## config.mk

```make
export PLATFORM = sky130hd
export DESIGN_NAME = complex_accumulator
export DESIGN_NICKNAME = d
export VERILOG_FILES = /design/src/rtl/complex_pkg.sv /design/src/rtl/cplx_saturate.sv /design/src/rtl/complex_accumulator.sv
export SDC_FILE = /design/constraint.sdc
export NUM_CORES = 1
export LEC_CHECK = 0
export CAP_MARGIN = 0
export CORE_MARGIN = 2
export CORE_UTILIZATION = 45
export DETAILED_ROUTE_END_ITERATION = 8
export HOLD_SLACK_MARGIN = 0.12
export PLACE_DENSITY = 0.67
export SYNTH_ARGS = -nofsm -noshare
export SYNTH_HDL_FRONTEND = slang
export SYNTH_SLANG_ARGS = --single-unit
```

## constraint.sdc

```tcl
create_clock -name aclk -period 4.6 [get_ports aclk]
set_clock_uncertainty 0.1 [all_clocks]
set_input_delay 0.92 -clock aclk [delete_from_list [all_inputs] [get_ports aclk]]
set_output_delay 0.92 -clock aclk [all_outputs]
set_load 0.01 [all_outputs]
```

## src/rtl/complex_pkg.sv

```systemverilog
// Shared definitions for the complex accumulator: block state and the
// port-width rule used for the packed real/imaginary data buses.
package complex_pkg;

  typedef enum logic {
    FIRST = 1'b0,  // next accepted sample starts a new block
    ACCUM = 1'b1   // accepted samples are added to the running sum
  } state_e;

  // Bus width carrying one real and one imaginary component of width w.
  // Byte-aligned buses round the pair up to a multiple of 16 bits.
  function automatic int port_width(input int w, input int byte_aligned);
    return (byte_aligned != 0) ? ((2 * w + 15) / 16) * 16 : 2 * w;
  endfunction

endpackage

```

## src/rtl/cplx_saturate.sv

```systemverilog
// Arithmetic right shift followed by saturation to a signed OUT_W range.
// One instance handles one component (real or imaginary).
module cplx_saturate #(
  parameter int IN_W  = 40,
  parameter int OUT_W = 32,
  parameter int SHIFT = 0
) (
  input  logic signed [IN_W-1:0]  value_i,
  output logic signed [OUT_W-1:0] result_o,
  output logic                    sat_o
);

  // Working width is one bit wider than either side so the limits and the
  // shifted value compare correctly whichever of IN_W/OUT_W is larger.
  localparam int CW = ((IN_W > OUT_W) ? IN_W : OUT_W) + 1;

  logic signed [CW-1:0] value_ext;
  logic signed [CW-1:0] shifted;
  logic signed [CW-1:0] max_v;
  logic signed [CW-1:0] min_v;

  assign value_ext = {{(CW - IN_W){value_i[IN_W-1]}}, value_i};
  assign shifted   = value_ext >>> SHIFT;
  assign max_v     = {{(CW - OUT_W + 1){1'b0}}, {(OUT_W - 1){1'b1}}};
  assign min_v     = {{(CW - OUT_W + 1){1'b1}}, {(OUT_W - 1){1'b0}}};

  // Clamp the shifted value to the output range and flag any clamping.
  always_comb begin
    result_o = shifted[OUT_W-1:0];
    sat_o    = 1'b0;
    if (shifted > max_v) begin
      result_o = max_v[OUT_W-1:0];
      sat_o    = 1'b1;
    end else if (shifted < min_v) begin
      result_o = min_v[OUT_W-1:0];
      sat_o    = 1'b1;
    end
  end

endmodule

```

## src/rtl/complex_accumulator.sv

```systemverilog
// Block accumulator for complex samples: sums acc_len accepted samples
// (minimum one), then emits the shifted, saturated sum on an AXI-Stream
// style output with one cycle of latency and full back-to-back throughput.
module complex_accumulator
  import complex_pkg::*;
#(
  parameter int OPERAND_WIDTH_IN  = 32,
  parameter int OPERAND_WIDTH_OUT = 32,
  parameter int ACC_LEN_WIDTH     = 8,
  parameter int OUT_SHIFT         = 0,
  parameter int BYTE_ALIGNED      = 1,
  localparam int EFF_IN  = port_width(OPERAND_WIDTH_IN, BYTE_ALIGNED),
  localparam int EFF_OUT = port_width(OPERAND_WIDTH_OUT, BYTE_ALIGNED)
) (
  input  logic                     aclk,
  input  logic                     aresetn,
  input  logic [ACC_LEN_WIDTH-1:0] acc_len,
  input  logic [EFF_IN-1:0]        s_axis_tdata,
  input  logic                     s_axis_tvalid,
  output logic                     s_axis_tready,
  output logic [EFF_OUT-1:0]       m_axis_dout_tdata,
  output logic                     m_axis_dout_tvalid,
  input  logic                     m_axis_dout_tready,
  output logic                     sat_flag
);

  // Accumulator is wide enough for 2^ACC_LEN_WIDTH-1 full-scale samples.
  localparam int AW       = OPERAND_WIDTH_IN + ACC_LEN_WIDTH;
  localparam int HALF_IN  = EFF_IN / 2;
  localparam int HALF_OUT = EFF_OUT / 2;
  localparam int OW       = OPERAND_WIDTH_OUT;

  state_e                    state_q, state_d;
  logic [ACC_LEN_WIDTH-1:0]  cnt_q, cnt_d;
  logic [ACC_LEN_WIDTH-1:0]  len_q, len_d;
  logic signed [AW-1:0]      acc_re_q, acc_re_d;
  logic signed [AW-1:0]      acc_im_q, acc_im_d;
  logic                      tvalid_q, tvalid_d;
  logic [EFF_OUT-1:0]        tdata_q, tdata_d;
  logic                      sat_q, sat_d;

  logic                      accept;
  logic                      last;
  logic [ACC_LEN_WIDTH-1:0]  n_eff;
  logic [ACC_LEN_WIDTH-1:0]  cnt_next;
  logic signed [AW-1:0]      in_re, in_im;
  logic signed [AW-1:0]      sum_re, sum_im;
  logic signed [OW-1:0]      res_re, res_im;
  logic                      sat_re, sat_im;
  logic [HALF_OUT-1:0]       out_re_ext, out_im_ext;

  // Input ready whenever the output register is free or being drained;
  // held low during reset so nothing is accepted then.
  assign s_axis_tready = aresetn && (!tvalid_q || m_axis_dout_tready);
  assign accept        = s_axis_tvalid && s_axis_tready;

  assign in_re = {{ACC_LEN_WIDTH{s_axis_tdata[OPERAND_WIDTH_IN-1]}},
                  s_axis_tdata[OPERAND_WIDTH_IN-1:0]};
  assign in_im = {{ACC_LEN_WIDTH{s_axis_tdata[HALF_IN+OPERAND_WIDTH_IN-1]}},
                  s_axis_tdata[HALF_IN+OPERAND_WIDTH_IN-1:HALF_IN]};

  // Running sum including the sample offered this cycle; the block length
  // is taken from acc_len only when a block starts.
  always_comb begin
    if (state_q == FIRST) begin
      sum_re   = in_re;
      sum_im   = in_im;
      n_eff    = (acc_len == '0) ? ACC_LEN_WIDTH'(1) : acc_len;
      cnt_next = ACC_LEN_WIDTH'(1);
    end else begin
      sum_re   = acc_re_q + in_re;
      sum_im   = acc_im_q + in_im;
      n_eff    = len_q;
      cnt_next = cnt_q + ACC_LEN_WIDTH'(1);
    end
    last = (cnt_next == n_eff);
  end

  cplx_saturate #(
    .IN_W  (AW),
    .OUT_W (OW),
    .SHIFT (OUT_SHIFT)
  ) u_sat_re (
    .value_i  (sum_re),
    .result_o (res_re),
    .sat_o    (sat_re)
  );

  cplx_saturate #(
    .IN_W  (AW),
    .OUT_W (OW),
    .SHIFT (OUT_SHIFT)
  ) u_sat_im (
    .value_i  (sum_im),
    .result_o (res_im),
    .sat_o    (sat_im)
  );

  if (HALF_OUT > OW) begin : g_ext
    assign out_re_ext = {{(HALF_OUT - OW){res_re[OW-1]}}, res_re};
    assign out_im_ext = {{(HALF_OUT - OW){res_im[OW-1]}}, res_im};
  end else begin : g_no_ext
    assign out_re_ext = res_re;
    assign out_im_ext = res_im;
  end

  // Next-state logic: advance the block on each accepted sample, register
  // the result on the last one, and drop tvalid once it is taken.
  always_comb begin
    // NOTE: every signal gets a default first so no latch is inferred.
    state_d  = state_q;
    cnt_d    = cnt_q;
    len_d    = len_q;
    acc_re_d = acc_re_q;
    acc_im_d = acc_im_q;
    tvalid_d = tvalid_q && !m_axis_dout_tready;
    tdata_d  = tdata_q;
    sat_d    = sat_q;
    if (accept) begin
      if (last) begin
        state_d  = FIRST;
        cnt_d    = '0;
        tvalid_d = 1'b1;
        tdata_d  = {out_im_ext, out_re_ext};
        sat_d    = sat_re || sat_im;
      end else begin
        state_d  = ACCUM;
        cnt_d    = cnt_next;
        acc_re_d = sum_re;
        acc_im_d = sum_im;
        if (state_q == FIRST) begin
          len_d = n_eff;
        end
      end
    end
  end

  // State and datapath registers with synchronous active-low reset.
  always_ff @(posedge aclk) begin
    // NOTE: non-blocking assignments so every register updates together at the edge.
    if (!aresetn) begin
      state_q  <= FIRST;
      cnt_q    <= '0;
      len_q    <= '0;
      acc_re_q <= '0;
      acc_im_q <= '0;
      tvalid_q <= 1'b0;
      tdata_q  <= '0;
      sat_q    <= 1'b0;
    end else begin
      state_q  <= state_d;
      cnt_q    <= cnt_d;
      len_q    <= len_d;
      acc_re_q <= acc_re_d;
      acc_im_q <= acc_im_d;
      tvalid_q <= tvalid_d;
      tdata_q  <= tdata_d;
      sat_q    <= sat_d;
    end
  end

  assign m_axis_dout_tvalid = tvalid_q;
  assign m_axis_dout_tdata  = tdata_q;
  assign sat_flag           = sat_q;

endmodule

```

==> metrics, run 1 <==
n_diodes 0; Final Critical Period 4.42 ns; Setup crit start s_axis_tdata[56]; CTS buffer count 17; syn avg cell area 7.84 um2; worst setup path end m_axis_dout_tdata[61]; share of the synthesized area in the top cell type 27.9%; root buffer selected by CTS clkbuf_16; critical path fanouts, max 11; CP endpoint kind flip-flop; FF-to-FF setup slack 0.77 ns; nets 1929; share of layout cells above drive strength 1 17.3%; Finished Layout Cells 2120; DIE AREA 27300 um2; Starting Density 45.4%; #FFs+latches synth 163; Mapped Nets 1650; top cells by area, synth dfxtp_1 28%, ha_1 8.4%, a21oi_1 6.5%, mux2i_1 6.2%, nor2_1 5.9%; status finished, final reports clean; Final Max Tran Viols 0; FF-to-FF End m_axis_dout_tdata[61]; Yosys cell types 77; Internal Power 0.00313 W; slowest cell delay on critical path 0.49 ns; dpl hpwl 26600 um; setup TNS 0 ns; post-route ant nets 0; crit path cell chain clkdlybuf4s50_1, ha_1, nand4_2, or3_1, nor4_1, o21ai_1, and3b_1, o41a_4, xnor2_2, o41a_2, o21ba_4, o21ai_4, buf_4, a211oi_1; largest net degree at the start of global routing 73; setup bufs post-CTS 0; Ys Warns 0; most common cell after layout, fill and taps aside buf_4; Required @ worst endpoint 4.81 ns; initial antenna violation count 0; H-tree depth 4; r2r startpoint acc_im_q[24]; clock tree from TritonCTS done; Clock Path Buffers 2; first-pass GRT wire length 58400 um; R2R depth 13; DR iter-0 viols 706; Crit-path slowest cell o41a_2; switch share 33.0%; chip height 165 um; slew margin rel. 31.2%; Tot GR Track Use 26.4%; Worst EP arrival 4.62 ns; WL/cell 16.6 um; clk_lat worst skew 0.45 ns; vias in the first global route 11700; leakage 6.26 nW; clock tree sinks 163; grt total ovfl 0; cell accounting for the most synthesized area dfxtp_1; Fmax 0.226 GHz; core area 25800 um2; Worst setup SP type input port; switching power 0.00154 W; critical path type input port to flip-flop; final setup fails 0; most frequent cells in the layout 206 x buf_4, 183 x nor2_1, 162 x dfxtp_1, 150 x a21oi_1, 142 x clkdlybuf4s50_1; Worst Hold Class flip-flop to flip-flop; placed cell count 2088; post-synthesis sequential area ratio 27.9%; Main synth FF type dfxtp_1; input/output buffers 142; Syn-to-layout area delta 31.9%; Die W 165 um; combinational share of power 33.5%; asr flop ratio synth 0%; Vias 11900; Clk pwr share 33.3%; VDD IR max 0.202 mV; RSZ-0062 raised after global routing no; Post-synth EDFFs 0; Worst-Margin Slew 1.03 ns; DRC viols 0; Worst-path clk slew 0.07 ns; Via density 5.63; mapped cell area 11700 um2; Hold Fails Final Rpt 0; power per standard cell area 303 nW/um2; io pins 143; Max Cap Viol 0; row count 59; Routed WL 35300 um; RePlAce Congestion 0.912; final worst path period share 96.0%; Post-Synthesis Cells 1493; First-pass DRT Iterations 5; Flop pwr share 33.2%
## cell type report
| class | count | area [um2] |
|---|---|---|
| fillers | 2353 | 10300 |
| multi-input cells | 1219 | 8000 |
| well taps | 335 | 419 |
| clock buffers | 19 | 453 |
| repair buffers | 353 | 3070 |
| clock inverters | 13 | 171 |
| inverters | 18 | 67.6 |
| flip-flops and latches | 163 | 3270 |
## sequential cells by signal, summed over array words and instances, names as in the netlist
name / flops
state_q: 1
acc_re_q: 40
m_axis_dout_tdata: 64
m_axis_dout_tvalid: 1
len_q: 8
acc_im_q: 40
cnt_q: 8
sat_flag: 1
## stage by stage
| stage | hold slack, ns | worst slack (ns) | total power (W) | area (um2) | utilization (%) |
|---|---|---|---|---|---|
| 2_1_floorplan | 0.336 | 0.291 | 0.00251 | 11700 | - |
| 3_3_place_gp | 0.352 | -0.219 | 0.00310 | 14800 | 57.4 |
| 3_5_place_dp | 0.359 | -0.277 | 0.00312 | 14800 | 57.4 |
| 4_1_cts | 0.366 | 0.144 | 0.00468 | 15400 | 59.9 |
| 5_1_grt | 0.385 | 0.000990 | 0.00493 | 15400 | 59.9 |
| 6_report | 0.370 | 0.184 | 0.00467 | 15400 | 59.9 |
## metal layers
layer,routed length (um),GRT usage (%),vias up
li1,-,-,6044
met5,0,0,-
met4,597,6.76,0
met1,15900,33.4,5606
met3,1320,4.02,45
met2,17500,46.8,243
## what timing repair did
| action | 4_1_cts | 5_1_grt |
|---|---|---|
| hold endpoints to repair | 0 | 0 |
| hold buffers | 0 | 0 |
| resized for setup | 0 | 7 |
| endpoints found under the setup margin | 0 | 34 |
## cell usage after synthesis (3+ instances only)
library cell,number
nor2_1,184
a31oi_1,22
dfxtp_1,163
or2_0,7
a211oi_2,12
a221oi_1,3
nor3_1,28
clkbuf_1,69
o21ai_1,3
or4_1,5
o21ai_0,107
buf_1,4
nor2b_1,8
buf_2,8
o211ai_1,19
o21bai_1,15
ha_1,79
o311ai_0,4
nand2b_1,14
and3_1,9
nand3b_1,3
nand3_1,26
buf_4,4
inv_1,17
nand2_1,119
nand4_1,27
a311oi_1,3
and2_1,6
a21oi_1,151
mux2i_1,73
mux2_2,6
nor4_1,12
or2_2,25
o21a_1,5
o31ai_1,5
or3_1,9
a211oi_1,90
xor2_1,28
buf_6,5
a21o_1,21
xnor2_1,50
## cells by family after synthesis
group | after synthesis | synth area share [%]
simple gates | 493 | 19.7
compound gates | 487 | 26.7
flops | 163 | 27.9
buf+inv | 111 | 4.19
fa+ha+maj | 81 | 8.79
xor+xnor | 79 | 5.98
mux | 79 | 6.82
## worst min path at each step
stage          slack, ns      endpoint         start  cells after the start
2_1_floorplan       0.34  acc_im_q[31]  acc_im_q[31]                      2
3_3_place_gp        0.35   acc_re_q[2]   acc_re_q[2]                      2
3_5_place_dp        0.36  acc_re_q[31]  acc_re_q[31]                      2
4_1_cts             0.37  acc_re_q[31]  acc_re_q[31]                      2
5_1_grt             0.38  acc_re_q[31]  acc_re_q[31]                      2
6_report            0.37  acc_re_q[31]  acc_re_q[31]                      2
## power groups by stage
stage / combinational, W / clock [W] / sequential (W)
finish: 0.00156 / 0.00156 / 0.00155
global route: 0.00173 / 0.00164 / 0.00156
CTS: 0.00155 / 0.00158 / 0.00155
detailed placement: 0.00154 / 0 / 0.00158
global placement: 0.00152 / 0 / 0.00158
floorplan: 0.000954 / 0 / 0.00156
## critical path: cells and delay by family
kind	cells	cell delay, ns
buf+inv	2	0.65
simple gates	4	0.95
fa+ha+maj	1	0.40
xor+xnor	1	0.15
compound gates	6	1.54
No activity file was read; power rests on OpenSTA's default activity.
==> run 2: changes to the inputs <==
- clock period: 4.6 -> 4.8 ns (I/O delays scaled with it)
==> run 2 against run 1 <==
Net effect:
- highest routed layer unchanged
- final cell count decreased by 4.5%
- clock-buffer cell count unchanged
- largest power group is now registers
- critical endpoint unchanged
- hold slack improved by 0.0014 ns
==> metrics, run 2 (same netlist as run 1, synthesis figures left out) <==
final setup fails 0 (unchanged); power per standard cell area 288 nW/um2 (was 303 nW/um2); Top Metal Used met4 (unchanged); Worst-Margin Slew 0.880 ns (was 1.03 ns); Routed WL 34100 um (was 35300 um); vias in the first global route 11200 (was 11700); first-pass GRT wire length 56100 um (was 58400 um); max FFs per register 64 (unchanged); Clock Path Buffers 2 (unchanged); row count 59 (unchanged); post-place setup slack -0.199 ns (was -0.277 ns); slew margin rel. 41.3% (was 31.2%); Via density 5.67 (was 5.63); DR iter-0 viols 642 (was 706); metal3 WL 1150 um (was 1320 um); hold path start acc_re_q[37] (was acc_re_q[31]); input/output buffers 142 (unchanged); Starting Density 45.4% (unchanged); most common cell after layout, fill and taps aside nor2_1 (was buf_4); status finished, final reports clean (unchanged); most frequent cells in the layout 183 x nor2_1, 162 x dfxtp_1, 151 x a21oi_1, 142 x clkdlybuf4s50_1, 119 x nand2_1 (was 206 x buf_4, 183 x nor2_1, 162 x dfxtp_1, 150 x a21oi_1, 142 x clkdlybuf4s50_1); r2r startpoint acc_im_q[23] (was acc_im_q[24]); Fill cells 2433 (was 2353); Syn-to-layout area delta 25.3% (was 31.9%); CTS buffer count 17 (unchanged); Final Max Tran Viols 0 (unchanged); Fmax 0.215 GHz; clock tree from TritonCTS done (unchanged); critical path fanouts, max 11 (unchanged); chip height 165 um (unchanged); clock tree sinks 163 (unchanged); setup TNS 0 ns (unchanged); Required @ worst endpoint 5.01 ns (was 4.81 ns); Final Critical Period 4.65 ns; critical path type input port to flip-flop (unchanged); placed cell count 1994 (was 2088); Finished Layout Cells 2025 (was 2120); post-route ant nets 0 (unchanged); slowest cell delay on critical path 0.49 ns (about the same); io pins 143 (unchanged); final worst path period share 96.8%; grt total ovfl 0 (unchanged); Vias 11500 (was 11900); clk_lat worst skew 0.44 ns (was 0.45 ns); Setup crit start s_axis_tdata[55] (was s_axis_tdata[56]); H-tree depth 4 (unchanged); metal2 WL 16900 um (was 17500 um); Crit-path slowest cell o41a_2 (unchanged); root buffer selected by CTS clkbuf_16 (unchanged); Max Cap Viol 0 (unchanged); Post-CTS Hold Fix Bufs 0 (unchanged); Worst setup SP type input port (unchanged); wl on met1 15500 um (was 15900 um); core area 25800 um2 (unchanged); share of layout cells above drive strength 1 12.5% (was 17.3%); VDD IR max 0.195 mV (was 0.202 mV); First-pass DRT Iterations 5 (unchanged); nets 1835 (was 1929); dpl hpwl 25700 um (was 26600 um); initial antenna violation count 0 (unchanged); crit path cell chain clkdlybuf4s50_1, ha_2, nand4_2, or3_1, nor4_2, o21ai_1, and3b_1, o41a_4, xnor2_2, o41a_2, o21ba_4, o21ai_4, buf_4, a211oi_1 (was clkdlybuf4s50_1, ha_1, nand4_2, or3_1, nor4_1, o21ai_1, and3b_1, o41a_4, xnor2_2, o41a_2, o21ba_4, o21ai_4, buf_4, a211oi_1); RePlAce Congestion 0.910 (was 0.912); Total Power 0.00423 W (was 0.00467 W); WL/cell 16.9 um (was 16.6 um); n_diodes 0 (unchanged); leakage 5.77 nW (was 6.26 nW); PnR worst setup slack 0.154 ns (was 0.184 ns); DRC viols 0 (unchanged); Finished Core Util 56.9% (was 59.9%); largest net degree at the start of global routing 67 (was 73); Hold Fails Final Rpt 0 (unchanged); Tot GR Track Use 25.3% (was 26.4%); CP endpoint kind flip-flop (unchanged); DIE AREA 27300 um2 (unchanged); Worst Hold Class flip-flop to flip-flop (unchanged); Worst-path clk slew 0.07 ns (about the same); Die W 165 um (unchanged); Worst EP arrival 4.86 ns (was 4.62 ns)
==> run 2: metrics by stage <==
step | hold slack [ns] | area [um2]
detailed placement | 0.365 | 14100
global route | 0.394 | 14700
global placement | 0.348 | 14100
CTS | 0.375 | 14700
finish | 0.372 | 14700
floorplan | 0.336 | 11700
==> run 2: final timing paths <==
path	cells past startpoint	slack, ns	endpoint
worst max-delay path	14	0.15	m_axis_dout_tdata[61]
worst min-delay path	2	0.37	acc_re_q[37]
worst max register to register	13	0.80	m_axis_dout_tdata[61]
worst min register to register	2	0.37	acc_re_q[37]
==> run 2: metal layers <==
metal	up-vias	global-route usage [%]
met3	35	3.52
met4	0	7.23
met1	5353	31.7
li1	5867	-
met2	225	45.3
met5	-	0
==> run 2: where the power goes <==
group	internal, W	switching, W	total [W]
Clock	0.000736	0.000626	0.00136
Combinational	0.000629	0.000753	0.00138
Sequential	0.00142	0.0000570	0.00148
Total	0.00279	0.00144	0.00423
==> run 2: critical path, delay by kind of cell <==
kind	cells	cell delay, ns
compound gates	6	1.60
simple gates	4	1.09
buf+inv	2	0.67
fa+ha+maj	1	0.40
xor+xnor	1	0.15
==> run 2: final cells by class <==
class	instances	area (um2)	share of cell area, %
clock buffer	19	443	3.02
clock inverter	12	120	0.819
inverter	18	67.6	0.461
multi-input combinational	1219	7990	54.5
sequential	163	3270	22.3
tap	335	419	2.86
timing repair buffer	259	2360	16.1
==> run 2: repair_timing <==
| action | in CTS | in global routing |
|---|---|---|
| buffers inserted | 0 | 0 |
| gates resized for setup | 0 | 3 |
| setup endpoints to repair | 0 | 15 |
==> run 3: changes to the inputs <==
- CAP_MARGIN: 0 -> 30
- CTS_CLUSTER_DIAMETER: not set -> 100
==> results of run 3 <==
Final layout, timing and power as in run 2 (identical DEF).
